===== src/rtl/mult_arbiter.sv =====
// Arbitrates NUM_REQ requesters onto one shared pipelined signed multiplier and routes products back.
// Define MULT_ARB_ROUND_ROBIN_EN for round-robin arbitration; fixed lowest-index priority otherwise.
module mult_arbiter #(
  parameter int DATA_WIDTH   = 32,
  parameter int NUM_REQ      = 4,
  parameter int MULT_LATENCY = 6
) (
  input  logic                             clk,
  input  logic                             rst,
  input  logic [NUM_REQ-1:0]               req_valid,
  output logic [NUM_REQ-1:0]               req_ready,
  input  logic [NUM_REQ*DATA_WIDTH-1:0]    req_a,
  input  logic [NUM_REQ*DATA_WIDTH-1:0]    req_b,
  output logic signed [DATA_WIDTH-1:0]     m_a,
  output logic signed [DATA_WIDTH-1:0]     m_b,
  input  logic signed [2*DATA_WIDTH-1:0]   m_c,
  output logic [NUM_REQ-1:0]               rsp_valid,
  output logic signed [2*DATA_WIDTH-1:0]   rsp_c,
  input  logic                             drain_req,
  output logic                             drained,
  output logic                             busy
);

  localparam int IDX_W = $clog2(NUM_REQ);
  localparam int CNT_W = $clog2(MULT_LATENCY + 2);

  typedef enum logic [1:0] {RUN, DRAIN, DRAINED} state_t;

  state_t                               state;
  logic [CNT_W-1:0]                     cnt;
  logic                                 gnt_any;
  logic [IDX_W-1:0]                     gnt_idx;
  logic                                 grant_en;
  logic                                 xfer;
  logic [MULT_LATENCY-1:0]              vld_p;
  logic [MULT_LATENCY-1:0][IDX_W-1:0]   tag_p;

  function automatic logic [NUM_REQ-1:0] onehot(input logic [IDX_W-1:0] i);
    return NUM_REQ'(1) << i;
  endfunction

  function automatic logic [IDX_W-1:0] wrap_inc(input logic [IDX_W-1:0] i);
    return (i == IDX_W'(NUM_REQ - 1)) ? '0 : i + IDX_W'(1);
  endfunction

`ifdef MULT_ARB_ROUND_ROBIN_EN
  logic [IDX_W-1:0] ptr;

  function automatic logic [IDX_W-1:0] rr_idx(input logic [IDX_W-1:0] p, input int k);
    int s;
    s = int'(p) + k;
    if (s >= NUM_REQ) s = s - NUM_REQ;
    return IDX_W'(s);
  endfunction

  always_comb begin
    gnt_any = 1'b0;
    gnt_idx = '0;
    for (int k = 0; k < NUM_REQ; k++) begin
      if (!gnt_any && req_valid[rr_idx(ptr, k)]) begin
        gnt_any = 1'b1;
        gnt_idx = rr_idx(ptr, k);
      end
    end
  end

  always_ff @(posedge clk or posedge rst) begin
    if (rst)       ptr <= '0;
    else if (xfer) ptr <= wrap_inc(gnt_idx);
  end
`else
  always_comb begin
    gnt_any = 1'b0;
    gnt_idx = '0;
    for (int i = NUM_REQ - 1; i >= 0; i--) begin
      if (req_valid[i]) begin
        gnt_any = 1'b1;
        gnt_idx = IDX_W'(i);
      end
    end
  end
`endif

  // Raising drain_req blocks grants in the same cycle so nothing new enters while the FSM leaves RUN.
  assign grant_en  = !rst && (state == RUN) && !drain_req;
  assign xfer      = grant_en && gnt_any;
  assign req_ready = xfer ? onehot(gnt_idx) : '0;
  assign rsp_c     = m_c;
  assign busy      = (cnt != '0);
  assign drained   = (state == DRAINED);

  // Stage p0: capture granted operands for the multiplier
  always_ff @(posedge clk or posedge rst) begin
    if (rst) begin
      m_a <= '0;
      m_b <= '0;
    end else if (xfer) begin
      m_a <= req_a[gnt_idx*DATA_WIDTH +: DATA_WIDTH];
      m_b <= req_b[gnt_idx*DATA_WIDTH +: DATA_WIDTH];
    end
  end

  // Stages p1..pL: tag travels with the product; rsp_valid registered to land with m_c
  always_ff @(posedge clk or posedge rst) begin
    if (rst) begin
      vld_p     <= '0;
      tag_p     <= '0;
      rsp_valid <= '0;
    end else begin
      vld_p     <= {vld_p[MULT_LATENCY-2:0], xfer};
      tag_p     <= {tag_p[MULT_LATENCY-2:0], gnt_idx};
      rsp_valid <= vld_p[MULT_LATENCY-1] ? onehot(tag_p[MULT_LATENCY-1]) : '0;
    end
  end

  always_ff @(posedge clk or posedge rst) begin
    if (rst) begin
      state <= RUN;
      cnt   <= '0;
    end else begin
      case ({xfer, |rsp_valid})
        2'b10:   cnt <= cnt + CNT_W'(1);
        2'b01:   cnt <= cnt - CNT_W'(1);
        default: cnt <= cnt;
      endcase
      case (state)
        RUN:     if (drain_req) state <= (cnt == '0) ? DRAINED : DRAIN;
        DRAIN:   if (!drain_req)     state <= RUN;
                 else if (cnt == '0) state <= DRAINED;
        DRAINED: if (!drain_req) state <= RUN;
        default: state <= RUN;
      endcase
    end
  end

endmodule


===== config.mk =====
export PLATFORM = sky130hd
export DESIGN_NAME = mult_arbiter
export DESIGN_NICKNAME = d
export VERILOG_FILES = /design/src/rtl/mult_arbiter.sv
export SDC_FILE = /design/constraint.sdc
export NUM_CORES = 1
export LEC_CHECK = 0
export ABC_AREA = 1
export CAP_MARGIN = 5
export CORE_AREA = 2 2 182 184
export CTS_BUF_LIST = sky130_fd_sc_hd__clkbuf_8 sky130_fd_sc_hd__clkbuf_16
export CTS_CLUSTER_SIZE = 28
export DETAILED_ROUTE_END_ITERATION = 8
export DIE_AREA = 0 0 184 186
export PLACE_DENSITY = 0.47
export SYNTH_ARGS = -nofsm -noshare
export SYNTH_HDL_FRONTEND = slang
export SYNTH_SLANG_ARGS = --single-unit

===== constraint.sdc =====
create_clock -name clk -period 4.2 [get_ports clk]
set_input_delay 0.84 -clock clk [delete_from_list [all_inputs] [get_ports clk]]
set_output_delay 0.84 -clock clk [all_outputs]
set_load 0.01 [all_outputs]

==> results of run 1 <==
-- cells in the mapped netlist (all sizes together) --
master	n
buf	105
clkbuf	18
xnor2	2
fa	1
nor2	17
dfrtp	91
o21ai	4
inv	23
ha	1
or4	1
nand2	433
nor3	8
a21oi	5
nand3	202
-- layer usage --
| layer | track usage, % | vias up |
|---|---|---|
| met4 | 4.61 | 2 |
| li1 | - | 3304 |
| met5 | 0 | - |
| met1 | 16.7 | 2982 |
| met2 | 25.5 | 245 |
| met3 | 3.38 | 32 |
-- stage by stage --
stage / instance area, um2 / setup WS [ps] / utilization [%] / hold WS [ps]
finish: 9550 / 719 / 29.7 / 346
global route: 9550 / 589 / 29.7 / 353
CTS: 9550 / 735 / 29.7 / 349
detailed placement: 9250 / 739 / 28.7 / 335
global placement: 9250 / 766 / 28.7 / 331
floorplan: 5970 / 996 / - / 331
-- report_power, final --
group / leakage [nW] / internal (mW) / switching, mW
Sequential: 1.15 / 1.22 / 0.196
Combinational: 3.15 / 0.998 / 0.850
Clock: 0.146 / 0.424 / 0.421
-- flip-flops by register name, summed over array words and instances, names as in the netlist --
| name | flops |
|---|---|
| tag_p | 12 |
| state | 2 |
| vld_p | 6 |
| m_a | 32 |
| cnt | 3 |
| rsp_valid | 4 |
| m_b | 32 |
-- how the worst max path moves through the flow --
stage / end / slack [ps] / depth (start not counted)
floorplan: cnt[0] / 1000 / 1
global placement: req_ready[0] / 770 / 6
detailed placement: req_ready[0] / 740 / 6
CTS: req_ready[0] / 730 / 6
global route: req_ready[0] / 590 / 5
finish: req_ready[0] / 720 / 6
-- final cells by class --
type	instances	area, um2	share of cell area, %
Timing Repair Buffer	351	3480	36.5
Multi-Input combinational cell	674	2890	30.2
Sequential cell	91	2280	23.8
Tap cell	408	510	5.34
Clock buffer	9	225	2.36
Inverter	23	88.8	0.930
Clock inverter	7	80.1	0.838
-- worst reg2reg max path: cells and delay by family, from the launching register on --
kind	cells	cell delay (ps)
and+or+nand+nor	2	190
AOI/OAI and AO/OA	2	260
adders and majority gates	2	600
DFF	1	370
buffers and inverters	2	470
xor gates and xnor gates	1	140
-- cells by family (layout without fill, tap and decap cells) --
| logic type | Yosys count | after routing |
|---|---|---|
| buffers and inverters | 146 | 390 |
| and+or+nand+nor | 661 | 661 |
| xor gates and xnor gates | 2 | 2 |
| adders and majority gates | 2 | 2 |
| DFF | 91 | 91 |
| AOI/OAI and AO/OA | 9 | 9 |
-- cell usage in the layout, fill, tap and decap left out --
cell,n
clkinv_8,2
nand3_4,1
dfrtp_1,91
o21ai_2,1
nor2_1,14
o21ai_0,3
nand3_1,201
clkinv_4,1
clkbuf_16,9
buf_12,1
inv_4,1
ha_1,1
nor3_1,8
clkinvlp_4,1
fa_1,1
buf_4,14
buf_2,1
inv_6,1
nand2_1,431
inv_8,2
inv_2,1
clkdlybuf4s50_1,335
a21oi_1,5
nor2_4,3
inv_1,21
nand2_2,2
or4_1,1
xnor2_1,2
==> flow_metrics.tcl, run 1 <==
set metrics [dict create \
    cts_resized 0 \
    synthTopCellsByArea "dfrtp_1 (38%), nand2_1 (27%), nand3_1 (17%)" \
    fillers 3513 \
    period_needed_ps 3480 \
    worstHoldStart "vld_p[2]" \
    reg2reg_to "cnt[2]" \
    critical_path_arrival_ps 2640 \
    vdd_drop_max_mv 0.167 \
    crit_buf_inv 3 \
    worstPathMaxFanout 7 \
    cts_sinks 91 \
    antenna_left 0 \
    firstDrtPassIters 4 \
    n_antenna_cell 0 \
    final_nets 1479 \
    powerDensity_nw_per_um2 430 \
    via_per_inst 4.20 \
    synth_top_area_cell "dfrtp_1" \
    clk_pin_slew_ps 80 \
    fp.dieW_um 184 \
    synth_compound_area_share_pct 0.817 \
    fin_crit_sh_pct 82.9 \
    port_buffers 336 \
    drt_iter0_drc 256 \
    worstPathCellList "clkdlybuf4s50_1 > inv_1 > nand2_1 > nand2_2 > nor3_1 > clkdlybuf4s50_1" \
    routed_wl_um 24900 \
    synth_top_family_by_area "simple AND/OR/NAND/NOR gates" \
    fin_cells 1563 \
    grt_overflow_total 0 \
    rows 66 \
    drv_slew 0 \
    wl_met3_um 1700 \
    setup_tns_ps 0 \
    grt_pass1_vias 6458 \
    die_h_um 186 \
    syn2layout_area_growth_pct 59.9 \
    synth_nets 1240 \
    hold_depth 0 \
    finalSetupViolations 0 \
    ys_warn_count 0 \
    crit_path_end_kind "primary output" \
    cts_inserted_buffers 9 \
    cp_common_cell "clkdlybuf4s50_1" \
    ys_seq_area_share_pct 38.1 \
    rrSetupSlack_ps 2080 \
    status "finished, final reports clean" \
    antenna_found_initial 1 \
    p_total_mw 4.11 \
    leakagePower_nw 4.44 \
    cp_slowest_stage_delay_ps 580 \
    clk_latency_ps 350 \
    routabilityCongestion 0.761 \
    rsz0062_at_grt "false" \
    worst_setup_path_start_kind "input port" \
    die-area_um2 34200 \
    synth_area_um2 5970 \
    clock.fmax_ghz 0.287 \
    worstMarginPinSlew_ps 1020 \
    final_hold_viol_count 0 \
    holdPathEnd "vld_p[3]" \
    coreArea_um2 32200 \
    syn-instance-count 911 \
    ys_types 21 \
    met1Wirelength_um 10400 \
    wire_per_inst_um 15.9 \
    start_util_pct 18.6 \
    grt_max_degree 78 \
    cts_tree "done" \
    reg2reg_from "state[1]" \
    dp_hpwl_um 18300 \
    crit_slowest_cell "clkdlybuf4s50_1" \
    remaining_drc_errors 0 \
    cts_root_buf "clkbuf_16" \
    required_ps 3360 \
    cts_setup_buffers 0 \
    postCtsHoldBufs 0 \
    criticalPathCategory "in2out" \
    htreeDepth 3 \
    cap_violations 0 \
    drive_gt1_share_pct 3.55 \
    hold_path_class "reg2reg" \
    yosys.area_share.simple_pct 46.2 \
    num_vias 6565 \
    slew_headroom_pct 32.3 \
    timing.reg2reg.worst_path_depth 9 \
    crit_start "req_valid[0]" \
    grt.total_usage_pct 14.2 \
    synth-seq-cells 91 \
    wl_met2_um 12300 \
    synthMuxAreaShare_pct 0 \
    path_delay_family "buffers and inverters" \
    synth_fa_ha_area_share_pct 0.545 \
    synthXorXnorAreaFrac_pct 0.293 \
    dr.max_layer_used "met5" \
    grt_pass1_wl_um 37300 \
    io_pins 465 \
    synth_top_area_share_pct 38.1 \
    syn_avg_cell_area_um2 6.56 \
    dp_cells 1547 \
    fin_skew_ps 8.77 \
    clock_path_buffers 2 \
]
(Power assumes the default switching activity.)
==> run 2: changes to the inputs <==
--- a/config.mk
+++ b/config.mk
@@ -7,12 +7,12 @@
 export LEC_CHECK = 0
 export ABC_AREA = 1
 export CAP_MARGIN = 5
-export CORE_AREA = 2 2 182 184
+export CORE_AREA = 2 2 179 181
 export CTS_BUF_LIST = sky130_fd_sc_hd__clkbuf_8 sky130_fd_sc_hd__clkbuf_16
 export CTS_CLUSTER_SIZE = 28
 export DETAILED_ROUTE_END_ITERATION = 8
-export DIE_AREA = 0 0 184 186
-export PLACE_DENSITY = 0.47
+export DIE_AREA = 0 0 181 183
+export PLACE_DENSITY = 0.5
 export SYNTH_ARGS = -nofsm -noshare
 export SYNTH_HDL_FRONTEND = slang
 export SYNTH_SLANG_ARGS = --single-unit
==> constraint.sdc (replaced) <==
create_clock -name clk -period 3.1 [get_ports clk]
set_input_delay 0.62 -clock clk [delete_from_list [all_inputs] [get_ports clk]]
set_output_delay 0.62 -clock clk [all_outputs]
set_load 0.01 [all_outputs]
==> run 2 against run 1 <==
  * First-iteration DRC count down 18%
  * Count of clock-buffer cells in the layout unchanged
  * Power increased by 36%
  * Non-clock buffer count is 2 higher
  * Critical endpoint unchanged
  * Highest routed layer is now met4
==> flow_metrics.tcl, run 2 (synthesis results as in run 1) <==
set metrics [dict create \
    port_buffers 336 \
    rsz0062_at_grt "false" \
    worstMarginPinSlew_ps 747 \
    final_hold_viol_count 0 \
    reg_top3 "m_a (32), m_b (32), tag_p (12)" \
    hold_path_class "reg2reg" \
    cts_root_buf "clkbuf_16" \
    fillers 3427 \
    critical_path_arrival_ps 2380 \
    antenna_left 0 \
    hold_depth 0 \
    cts_setup_buffers 0 \
    grt_pass1_vias 6498 \
    fin_util_pct 30.8 \
    reg2reg_to "m_b[18]" \
    routed_wl_um 24700 \
    wire_per_inst_um 15.9 \
    worst_setup_path_start_kind "input port" \
    rrSetupSlack_ps 1150 \
    slew_headroom_pct 50.2 \
    grt_overflow_total 0 \
    die-area_um2 33100 \
    required_ps 2480 \
    die_h_um 183 \
    drive_gt1_share_pct 3.80 \
    fin_cells 1560 \
    multi_input_area_um2 2900 \
    postCtsHoldBufs 0 \
    via_per_inst 4.24 \
    grt.total_usage_pct 14.4 \
    syn2layout_area_growth_pct 60.8 \
    vdd_drop_max_mv 0.249 \
    fp.dieW_um 181 \
    finalSetupViolations 0 \
    setup_tns_ps 0 \
    start_util_pct 19.1 \
    remaining_drc_errors 0 \
    final-seq-area_um2 2280 \
    holdPathEnd "tag_p[2]" \
    dp_hpwl_um 18200 \
    firstDrtPassIters 7 \
    rows 65 \
    reg2reg_from "state[0]" \
    dp_cells 1543 \
    cts_tree "done" \
    grt_max_degree 92 \
    cap_violations 0 \
    final_nets 1481 \
    period_needed_ps 3000 \
    cts_inserted_buffers 9 \
    whs_ps 348 \
    clk_latency_ps 350 \
    grt_pass1_wl_um 36900 \
    crit_path_end_kind "primary output" \
    final_cell_mix "nand2_1 (430), clkdlybuf4s50_1 (335), nand3_1 (201), dfrtp_1 (91), inv_1 (21)" \
    p_total_mw 5.61 \
    worstPathMaxFanout 7 \
    timing.reg2reg.worst_path_depth 7 \
    clock.fmax_ghz 0.333 \
    fin_skew_ps 9.81 \
    io_pins 465 \
    crit_start "req_valid[3]" \
    criticalPathCategory "in2out" \
    fin_crit_sh_pct 96.9 \
    leakagePower_nw 4.47 \
    layout_commonest_cell "nand2_1" \
    clk_pin_slew_ps 80 \
    worstHoldStart "tag_p[0]" \
    powerDensity_nw_per_um2 584 \
    cts_sinks 91 \
    htreeDepth 3 \
    coreArea_um2 31200 \
    routabilityCongestion 0.819 \
    num_vias 6620 \
    drt_iter0_drc 210 \
    antenna_found_initial 1 \
    drv_slew 0 \
    clock_path_buffers 2 \
    status "finished, final reports clean" \
]
run 2: worst max path at each step:
| stage | to | slack [ps] | depth (start not counted) |
|---|---|---|---|
| final | req_ready[0] | 100 | 5 |
| after global routing | req_ready[0] | 4 | 6 |
| after CTS | req_ready[0] | 50 | 5 |
| after detailed placement | req_ready[0] | 50 | 5 |
| after global placement | req_ready[0] | 90 | 5 |
| after floorplan | cnt[0] | 120 | 1 |
run 2: worst max-delay path, cell delays in order:
cell and delay, ps:
clkdlybuf4s50_1 530, o21ai_4 260, inv_1 130, nor3_1 260, clkdlybuf4s50_1 590
run 2: stage by stage:
step / setup slack, ps / area (um2)
6_report: 96.6 / 9610
5_1_grt: 3.58 / 9610
4_1_cts: 52.9 / 9600
3_5_place_dp: 51.6 / 9280
3_3_place_gp: 89.7 / 9280
2_1_floorplan: 116 / 5970
run 2: per-layer routing:
layer  GRT usage (%)  wire length [um]  vias up
met1            17.2             10300     3009
met5               0                 0        -
li1                -                 -     3314
met3            3.59              1720       48
met2            24.7             11900      249
met4            6.08               847        0
run 2: report_power, final:
group / internal (mW) / switching (mW)
clock network: 0.584 / 0.584
logic: 1.37 / 1.15
registers: 1.66 / 0.268
run 2: cell type report:
type                            count  share of cell area [%]
Tap cell                          402                    5.24
Clock buffer                        9                    2.34
Timing Repair Buffer              353                    36.7
Inverter                           23                   0.925
Antenna cell                        1                  0.0260
Sequential cell                    91                    23.7
Clock inverter                      7                   0.925
Multi-Input combinational cell    674                    30.1
run 2: what timing repair did:
| action | 4_1_cts | 5_1_grt |
|---|---|---|
| gates resized for setup | 0 | 2 |
| hold endpoints to repair | 0 | 0 |
| endpoints found under the setup margin | 0 | 1 |
